**src/rtl/tdm_demux_pkg.sv**
```systemverilog
// -----------------------------------------------------------------------------
// tdm_demux_pkg
//
// Shared types and constants for the 1:8 TDM demultiplexer.
//   N_SLOTS  : slots per frame
//   SLOT_W   : width of the slot index
//   MISS_W   : width of the consecutive-missing-sync counter (limit up to 7)
//   state_t  : frame-lock FSM states
//   slot_op_t / miss_op_t : commands from the top-level FSM to tdm_slot_ctr
//   beat_t   : classification of the current input beat, decoded once and
//              shared by the next-state and output logic
// -----------------------------------------------------------------------------
package tdm_demux_pkg;

    localparam int N_SLOTS = 8;
    localparam int SLOT_W  = 3;
    localparam int MISS_W  = 3;

    typedef enum logic {
        HUNT = 1'b0,
        RUN  = 1'b1
    } state_t;

    typedef enum logic [1:0] {
        SLOT_HOLD  = 2'd0,
        SLOT_INC   = 2'd1,
        SLOT_LOAD1 = 2'd2,
        SLOT_CLEAR = 2'd3
    } slot_op_t;

    typedef enum logic [1:0] {
        MISS_HOLD  = 2'd0,
        MISS_INC   = 2'd1,
        MISS_CLEAR = 2'd2
    } miss_op_t;

    // What the current beat means for the frame in progress.
    typedef enum logic [2:0] {
        BEAT_IDLE     = 3'd0,  // no valid beat, or a discarded beat in HUNT
        BEAT_SYNC     = 3'd1,  // sync marker where slot 0 is expected
        BEAT_SYNC_ERR = 3'd2,  // sync marker in the middle of a frame
        BEAT_FLY      = 3'd3,  // slot 0 without marker, still within tolerance
        BEAT_LOSS     = 3'd4,  // slot 0 without marker, tolerance exhausted
        BEAT_DATA     = 3'd5,  // slots 1..6
        BEAT_LAST     = 3'd6   // slot 7, completes the frame
    } beat_t;

    // True when one more missing marker reaches the loss threshold.
    function automatic logic miss_limit_hit(input logic [MISS_W-1:0] cnt,
                                            input int limit);
        return (int'(cnt) + 1) >= limit;
    endfunction

endpackage

```
**src/rtl/tdm_slot_ctr.sv**
```systemverilog
// -----------------------------------------------------------------------------
// tdm_slot_ctr
//
// Slot position and flywheel miss counter for the TDM demultiplexer.
// The owning FSM issues one command per counter per cycle; HOLD keeps value.
//
// Ports:
//   clk      in   clock, rising edge
//   rst      in   synchronous active-high reset (both counters to 0)
//   slot_op  in   slot command: hold / increment (7 wraps to 0) / load 1 / clear
//   miss_op  in   miss command: hold / increment / clear
//   slot     out  index the next valid beat will occupy
//   miss_cnt out  consecutive frames started without a sync marker
// -----------------------------------------------------------------------------
module tdm_slot_ctr
    import tdm_demux_pkg::*;
(
    input  logic              clk,
    input  logic              rst,
    input  logic [1:0]        slot_op,
    input  logic [1:0]        miss_op,
    output logic [SLOT_W-1:0] slot,
    output logic [MISS_W-1:0] miss_cnt
);

    always_ff @(posedge clk) begin
        if (rst) begin
            slot <= '0;
        end else begin
            case (slot_op)
                SLOT_INC:   slot <= slot + 1'b1;  // natural wrap 7 -> 0
                SLOT_LOAD1: slot <= SLOT_W'(1);
                SLOT_CLEAR: slot <= '0;
                default:    slot <= slot;
            endcase
        end
    end

    always_ff @(posedge clk) begin
        if (rst) begin
            miss_cnt <= '0;
        end else begin
            case (miss_op)
                MISS_INC:   miss_cnt <= miss_cnt + 1'b1;
                MISS_CLEAR: miss_cnt <= '0;
                default:    miss_cnt <= miss_cnt;
            endcase
        end
    end

endmodule

```
**src/rtl/tdm_demux_1_8.sv**
```systemverilog
// -----------------------------------------------------------------------------
// tdm_demux_1_8
//
// Receive side of an 8-slot TDM link. Locks onto the slot-0 sync marker,
// gathers slots 0..6 in a shadow register and, on the slot-7 beat, presents
// the whole frame on q at once together with a one-cycle q_vld pulse.
// While locked, frames lacking a marker are carried by a flywheel until
// MISS_LIMIT consecutive markers are missing, then the receiver re-hunts.
//
// Parameters:
//   WIDTH      data bits per slot
//   MISS_LIMIT consecutive missing markers before lock is dropped (1..7)
//
// Ports:
//   clk       in   clock, rising edge
//   rst       in   synchronous active-high reset
//   din       in   slot data
//   din_vld   in   beat qualifier; nothing changes while low
//   din_sync  in   marks the beat as slot 0 (only meaningful with din_vld)
//   q         out  last complete frame, slot k at q[k*WIDTH +: WIDTH]
//   q_vld     out  one-cycle pulse with each new q
//   locked    out  high while in RUN
//   sync_err  out  one-cycle pulse on a marker in the middle of a frame
//   slot      out  index the next valid beat will occupy
//
// Handshake: din is consumed on every cycle din_vld is high (no backpressure);
// q/q_vld is a pure pulse, the consumer must take q while q_vld is high or
// read the held value later.
// -----------------------------------------------------------------------------
module tdm_demux_1_8
    import tdm_demux_pkg::*;
#(
    parameter int WIDTH      = 1,
    parameter int MISS_LIMIT = 2
) (
    input  logic                     clk,
    input  logic                     rst,
    input  logic [WIDTH-1:0]         din,
    input  logic                     din_vld,
    input  logic                     din_sync,
    output logic [N_SLOTS*WIDTH-1:0] q,
    output logic                     q_vld,
    output logic                     locked,
    output logic                     sync_err,
    output logic [SLOT_W-1:0]        slot
);

    state_t              state;
    state_t              state_nxt;
    beat_t               beat;
    slot_op_t            slot_op;
    miss_op_t            miss_op;
    logic [MISS_W-1:0]   miss_cnt;

    logic                shadow_we;
    logic [SLOT_W-1:0]   shadow_idx;
    logic                frame_done;
    logic                err;

    // Slot 7 never lands in the shadow: it is merged straight into q on the
    // edge that samples it, so only slots 0..6 need storage.
    logic [(N_SLOTS-1)*WIDTH-1:0] shadow;

    tdm_slot_ctr u_slot_ctr (
        .clk      (clk),
        .rst      (rst),
        .slot_op  (slot_op),
        .miss_op  (miss_op),
        .slot     (slot),
        .miss_cnt (miss_cnt)
    );

    // Classify the current beat once; both FSM processes key off this.
    always_comb begin
        beat = BEAT_IDLE;
        if (din_vld) begin
            if (state == HUNT) begin
                if (din_sync) beat = BEAT_SYNC;
            end else if (din_sync) begin
                beat = (slot == '0) ? BEAT_SYNC : BEAT_SYNC_ERR;
            end else if (slot == '0) begin
                beat = miss_limit_hit(miss_cnt, MISS_LIMIT) ? BEAT_LOSS : BEAT_FLY;
            end else if (slot == SLOT_W'(N_SLOTS - 1)) begin
                beat = BEAT_LAST;
            end else begin
                beat = BEAT_DATA;
            end
        end
    end

    // FSM: state register
    always_ff @(posedge clk) begin
        if (rst) begin
            state <= HUNT;
        end else begin
            state <= state_nxt;
        end
    end

    // FSM: next state
    always_comb begin
        state_nxt = state;
        case (state)
            HUNT:    if (beat == BEAT_SYNC) state_nxt = RUN;
            RUN:     if (beat == BEAT_LOSS) state_nxt = HUNT;
            default: state_nxt = HUNT;
        endcase
    end

    // FSM: outputs and datapath commands
    always_comb begin
        locked     = (state == RUN);
        slot_op    = SLOT_HOLD;
        miss_op    = MISS_HOLD;
        shadow_we  = 1'b0;
        shadow_idx = slot;
        frame_done = 1'b0;
        err        = 1'b0;
        case (beat)
            BEAT_SYNC: begin
                slot_op    = SLOT_LOAD1;
                miss_op    = MISS_CLEAR;
                shadow_we  = 1'b1;
                shadow_idx = '0;
            end
            BEAT_SYNC_ERR: begin
                // The partial frame is abandoned simply by restarting at
                // slot 1; its shadow entries are overwritten before q uses them.
                slot_op    = SLOT_LOAD1;
                miss_op    = MISS_CLEAR;
                shadow_we  = 1'b1;
                shadow_idx = '0;
                err        = 1'b1;
            end
            BEAT_FLY: begin
                slot_op    = SLOT_LOAD1;
                miss_op    = MISS_INC;
                shadow_we  = 1'b1;
                shadow_idx = '0;
            end
            BEAT_LOSS: begin
                slot_op = SLOT_CLEAR;
                miss_op = MISS_CLEAR;
            end
            BEAT_DATA: begin
                slot_op   = SLOT_INC;
                shadow_we = 1'b1;
            end
            BEAT_LAST: begin
                slot_op    = SLOT_INC;
                frame_done = 1'b1;
            end
            default: ;
        endcase
    end

    // Shadow and output registers. q only changes on a completed frame, so it
    // keeps the last good frame through gaps, resync and loss of lock.
    always_ff @(posedge clk) begin
        if (rst) begin
            shadow   <= '0;
            q        <= '0;
            q_vld    <= 1'b0;
            sync_err <= 1'b0;
        end else begin
            q_vld    <= frame_done;
            sync_err <= err;
            if (shadow_we) begin
                shadow[int'(shadow_idx)*WIDTH +: WIDTH] <= din;
            end
            if (frame_done) begin
                q <= {din, shadow};
            end
        end
    end

endmodule

```
**config.mk**
```make
export PLATFORM = sky130hd
export DESIGN_NAME = tdm_demux_1_8
export DESIGN_NICKNAME = d
export VERILOG_FILES = /design/src/rtl/tdm_demux_pkg.sv /design/src/rtl/tdm_slot_ctr.sv /design/src/rtl/tdm_demux_1_8.sv
export SDC_FILE = /design/constraint.sdc
export NUM_CORES = 1
export LEC_CHECK = 0
export CORE_ASPECT_RATIO = 2
export CORE_UTILIZATION = 47
export CTS_CLUSTER_DIAMETER = 30
export CTS_CLUSTER_SIZE = 28
export DETAILED_ROUTE_END_ITERATION = 16
export PLACE_DENSITY_LB_ADDON = 0.12
export SKIP_CTS_REPAIR_TIMING = 1
export SLEW_MARGIN = 10
export SYNTH_ARGS = -nofsm -noshare
export SYNTH_HDL_FRONTEND = slang
export SYNTH_SLANG_ARGS = --single-unit
```
**constraint.sdc**
```tcl
create_clock -name clk -period 2.9 [get_ports clk]
set_input_delay 0.87 -clock clk [delete_from_list [all_inputs] [get_ports clk]]
set_output_delay 0.87 -clock clk [all_outputs]
set_load 0.02 [all_outputs]
```
==> results.toml, run 1 <==
[run_status]
status = "complete, but fails checks"
violations = "DRC"

[global_routing]
grt_max_degree = 19
antenna_found_initial = 0
grt_overflow = 0
track_usage_pct = 21.3
grt_pass1_vias = 987
grt_pass1_wl_um = 4280

[clock_network]
clock-root-buffer = "clkbuf_8"
clk_latency_ns = 0.27
clockBufferDepth = 2
h-tree-depth = 1
clkTransAtPathRegs_ns = 0.09
cts_tree = "built"
clkSinkCount = 24
cts_buffers = 3

[drt]
post_drt_wl_per_cell_um = 14.8
drtPass1Iterations = 10
drt_iter0_drc = 22
ant_nets = 0
post-route-drc-count = 1
vias = 1087
vias_per_cell = 5.72
drt_wl_total_um = 2800

[power_and_ir_drop]
p_leak_nw = 0.703
finalPower_mw = 0.759
p_per_area_nw_per_um2 = 466
ir_drop_uv = 366

[timing]
slew_headroom_pct = 72.7
slew_violations = 0
worstMarginPinSlew_ns = 0.408
setup-tns-final_ns = 0
hold_violations = 0
finClkSkew_ns = 0.00434
setup_viol_count_final = 0
timing.hold.ws_ns = 0.495
fin_ws_ns = 0.109
fmax_mhz = 358
min_period_ns = 2.79
grt_setup_unrepaired = "no"
period_share_pct = 96.3

[critical_path]
cp_max_fo = 5
cp.required_ns = 3.11
crit_path_end_kind = "register"
crit_path_cell_trace = "clkdlybuf4s50_1 -> nand3b_4 -> o31ai_1 -> ha_1 -> or4b_2 -> a21oi_1"
cp-start-kind = "input pin"
crit_path_top_delay_cell = "or4b_2"
crit_path_max_incr_delay_ns = 0.67
critPathKind = "input pin to register"
r2r_slack_ns = 0.25
cp.arrival_ns = 3.00

[synthesis]
syn_nets = 147
ys.flop_type = "dfxtp_1"
syn_inst = 134
ys_ff_latch = 24
yosysTopAreaCellShare_pct = 38.4
synth_top_cell_by_area = "dfxtp_1"
yosys_warnings = 0
synth-async-reset-ratio_pct = 0
syn_area_per_cell_um2 = 9.33
synth_edf_count = 0
synth_area_leaders = "dfxtp_1, mux2i_1, ha_1"
yosysSeqAreaShare_pct = 38.4
synth_area_um2 = 1250
synth_cell_type_count = 36

[floorplanning]
dieArea_um2 = 2880
rows = 26
ios = 19
chipHeight_um = 74.9
core_um2 = 2540
initial_utilization_pct = 49.3
die_x_um = 38.5

[layout]
nFillCells = 234
syn_to_final_growth_pct = 30.3
post-route-util_pct = 64.2
fin_nets = 176
drive_above_1_share_pct = 17.3
antenna_cells = 0

[placement]
io_buffers = 18
gp_congestion = 0.902
pre_cts_ws_ns = -0.193
dp_hpwl_um = 2120

[run]
drv_cap = 0

[worst_hold_path]
hold_path.class = "register to register"
area by class of cell:
| type | count | area, um^2 | share of cell area [%] |
|---|---|---|---|
| multi-input combinational | 101 | 758 | 46.5 |
| inverter | 3 | 11.3 | 0.691 |
| clock buffer | 3 | 41.3 | 2.53 |
| timing repair buffer | 30 | 273 | 16.7 |
| clock inverter | 1 | 30.0 | 1.84 |
| sequential | 24 | 480 | 29.5 |
| tap | 28 | 35.0 | 2.15 |
cells by family after synthesis:
kind of cell	Yosys count	synth area share (%)
AO/OA/AOI/OAI	15	7.61
adder cells (fa/ha/maj)	8	8.01
buffers and inverters	9	3.60
flip-flops	24	38.4
multiplexers	15	12.0
AND/OR/NAND/NOR	63	30.3
power breakdown:
group	internal [mW]	switching, mW	leakage, nW
clock network	0.185	0.107	0.0357
logic	0.0572	0.0674	0.473
registers	0.336	0.00660	0.194
flip-flops by register name (all words and copies together) (netlist names):
signal / count
q: 8
u_slot_ctr.slot: 3
locked: 1
q_vld: 1
u_slot_ctr.miss_cnt: 3
sync_err: 1
shadow: 7
worst max-delay path: cells and delay by family:
kind / cells / cell delay, ns
fa+ha+maj: 1 / 0.31
compound gates: 2 / 0.45
buf+inv: 1 / 0.60
simple gates: 2 / 0.77
metal layers:
metal	global-route usage, %	vias up	wire length (um)
met4	12.3	0	80
met2	38.8	29	1560
met1	21.5	517	1070
met5	0	-	0
li1	-	531	-
met3	3.54	10	95
worst paths after layout:
path	endpoint	cells after the start	start
setup / recovery	u_slot_ctr.miss_cnt[2]$_SDFFE_PP0P_	6	din_vld
setup reg to reg	u_slot_ctr.miss_cnt[2]$_SDFFE_PP0P_	8	u_slot_ctr.slot[1]$_SDFFE_PP0P_
hold reg to reg	shadow[2]$_SDFFE_PP0P_	2	shadow[2]$_SDFFE_PP0P_
hold / removal	shadow[2]$_SDFFE_PP0P_	2	shadow[2]$_SDFFE_PP0P_
cells in the mapped netlist, types with 2 or more instances:
library cell and n:
a21oi_1 4, clkbuf_1 4, dfxtp_1 24, ha_1 8, inv_1 3, mux2i_1 15, nand2_1 8, nand2b_1 8
nand3_1 2, nand4_1 2, nor2_1 19, nor2b_1 2, nor3_1 6, nor3b_1 3, nor4_2 2, nor4b_1 2
o21ai_0 3
through the flow:
step | area [um^2] | std cells
after floorplan | 1250 | 134
after global placement | 1520 | 186
after detailed placement | 1520 | 186
after CTS | 1590 | 190
after global routing | 1630 | 190
final | 1630 | 190
cells in the final DEF (no fill, tap or decap), types with 3 or more instances in the layout:
| master | n |
|---|---|
| nand2b_1 | 8 |
| ha_1 | 8 |
| buf_4 | 12 |
| a21oi_1 | 4 |
| mux2i_1 | 15 |
| dfxtp_1 | 24 |
| clkdlybuf4s50_1 | 17 |
| nand2_1 | 8 |
| inv_1 | 3 |
| o21ai_0 | 3 |
| nor2_1 | 19 |
| nor3_1 | 6 |
| clkbuf_8 | 3 |
Power figures use the tool's default switching activity.
==> run 2: changes to the inputs <==
- CORE_ASPECT_RATIO: 2 -> 0.6
==> run 2 against run 1 <==
Clock power about the same. Largest power group unchanged. Global-route usage up 0.40 points. Utilization up 0.68 points. Sequential power about the same. Sequential share of layout area up 0.068 points. Clock skew about the same. Non-clock buffer count up 2. Worst setup slack worse by 0.034 ns. Cell count up 3.2%. Die area down 0.20%. Via count down 3.5%. Routed wire length down 4.2%. The flow now finishes without violations.
==> results.toml, run 2 (synthesized netlist as in run 1, its figures left out) <==
[floorplanning]
core_um2 = 2500
initial_utilization_pct = 49.9
die_x_um = 68.6
chipHeight_um = 41.9
ios = 19
dieArea_um2 = 2880
rows = 14

[power_and_ir_drop]
ir_drop_uv = 356
p_int_mw = 0.574
p_per_area_nw_per_um2 = 463
switching_share_pct = 23.9
clockPowerShare_pct = 38.8
p_seq_share_pct = 45.4
switching_power_mw = 0.180
finalPower_mw = 0.753
p_leak_nw = 0.697
power_frac_comb_pct = 15.9

[drt]
drtPass1Iterations = 4
ant_nets = 0
highest-signal-layer = "met4"
post-route-drc-count = 0
vias_per_cell = 5.35
met3_length_um = 70
drt_wl_total_um = 2690
wl_met2_um = 1200
vias = 1049
drt_iter0_drc = 63
post_drt_wl_per_cell_um = 13.7
drt-met1-wl_um = 1400

[timing]
hold_violations = 0
grt_setup_unrepaired = "no"
fin_ws_ns = 0.0746
fmax_mhz = 354
worstMarginPinSlew_ns = 0.482
slew_violations = 0
period_share_pct = 97.4
finClkSkew_ns = 0.00410
setup-tns-final_ns = 0
slew_headroom_pct = 67.8
min_period_ns = 2.83
setup_viol_count_final = 0
timing.hold.ws_ns = 0.479

[layout]
nFillCells = 207
fin_cells = 196
final_cell_area_um2 = 1630
final_cell_mix = "dfxtp_1, nor2_1, clkdlybuf4s50_1, mux2i_1, buf_4"
final_common_cell = "dfxtp_1"
largest_reg_flops = 8
largestRegisters = "q x8, shadow x7"
syn_to_final_growth_pct = 30.0
largest-register = "q"
fin_nets = 178
antenna_cells = 0
post-route-util_pct = 64.9
drive_above_1_share_pct = 17.1

[critical_path]
cp_max_fo = 3
crit_path_end_kind = "register"
cp.required_ns = 3.11
cp.arrival_ns = 3.03
reg2regPathDepth = 12
critPathKind = "input pin to register"
cp-start-kind = "input pin"

[worst_hold_path]
worstHoldPathCells = 2
hold_path.class = "register to register"

[placement]
io_buffers = 18
pre_cts_ws_ns = -0.208
dpl-instance-area_um2 = 1540
dp.cells = 192
dp_hpwl_um = 2000
gp_congestion = 0.860

[clock_network]
clockBufferDepth = 2
clk_latency_ns = 0.27
cts_tree = "built"
clock-root-buffer = "clkbuf_8"
clkTransAtPathRegs_ns = 0.09
clkSinkCount = 24
cts_buffers = 3
h-tree-depth = 1

[global_routing]
grt_overflow = 0
grt_pass1_vias = 995
grt_max_degree = 16
antenna_found_initial = 0
track_usage_pct = 21.7
grt_pass1_wl_um = 4590

[run_status]
status = "finished clean"

[run]
drv_cap = 0
==> run 2: changes by cell type in the layout (fill, tap and decap cells not counted), sizes merged <==
cell and change:
buf +2, clkdlybuf4s50 +1, dlymetal6s2s -1
==> run 2: cell type report <==
cell class | count | area, um^2 | area share, %
multi-input combinational | 101 | 737 | 45.3
timing repair buffer | 32 | 285 | 17.6
inverter | 3 | 11.3 | 0.693
clock buffer | 3 | 41.3 | 2.54
tap | 32 | 40.0 | 2.46
clock inverter | 1 | 30.0 | 1.85
sequential | 24 | 480 | 29.6
==> run 2: per-layer routing <==
metal	GRT usage (%)	vias to the layer above
li1	-	538
met1	31.7	491
met2	31.4	18
met3	5.77	2
met4	5.42	0
met5	0	-
==> run 2: power by group through the flow <==
stage	combinational, mW	clock, mW	sequential (mW)
after CTS	0.115	0.301	0.342
final	0.119	0.292	0.342
after global placement	0.112	0	0.349
after floorplan	0.0695	0	0.352
after detailed placement	0.115	0	0.349
after global routing	0.132	0.312	0.343
==> run 2: worst paths after layout <==
| kind | slack (ns) | startpoint | endpoint |
|---|---|---|---|
| hold reg to reg | 0.48 | shadow[2]$_SDFFE_PP0P_ | shadow[2]$_SDFFE_PP0P_ |
| setup reg to reg | 0.34 | u_slot_ctr.slot[0]$_SDFFE_PP0P_ | shadow[3]$_SDFFE_PP0P_ |
| hold / removal | 0.48 | shadow[2]$_SDFFE_PP0P_ | shadow[2]$_SDFFE_PP0P_ |
| setup / recovery | 0.07 | din_sync | u_slot_ctr.miss_cnt[2]$_SDFFE_PP0P_ |
==> run 2: critical path, cell delays in order <==
cell	delay [ns]
clkdlybuf4s50_1	0.45
buf_4	0.16
nand3b_4	0.15
o31ai_1	0.27
ha_1	0.30
or4b_2	0.67
a21oi_1	0.15
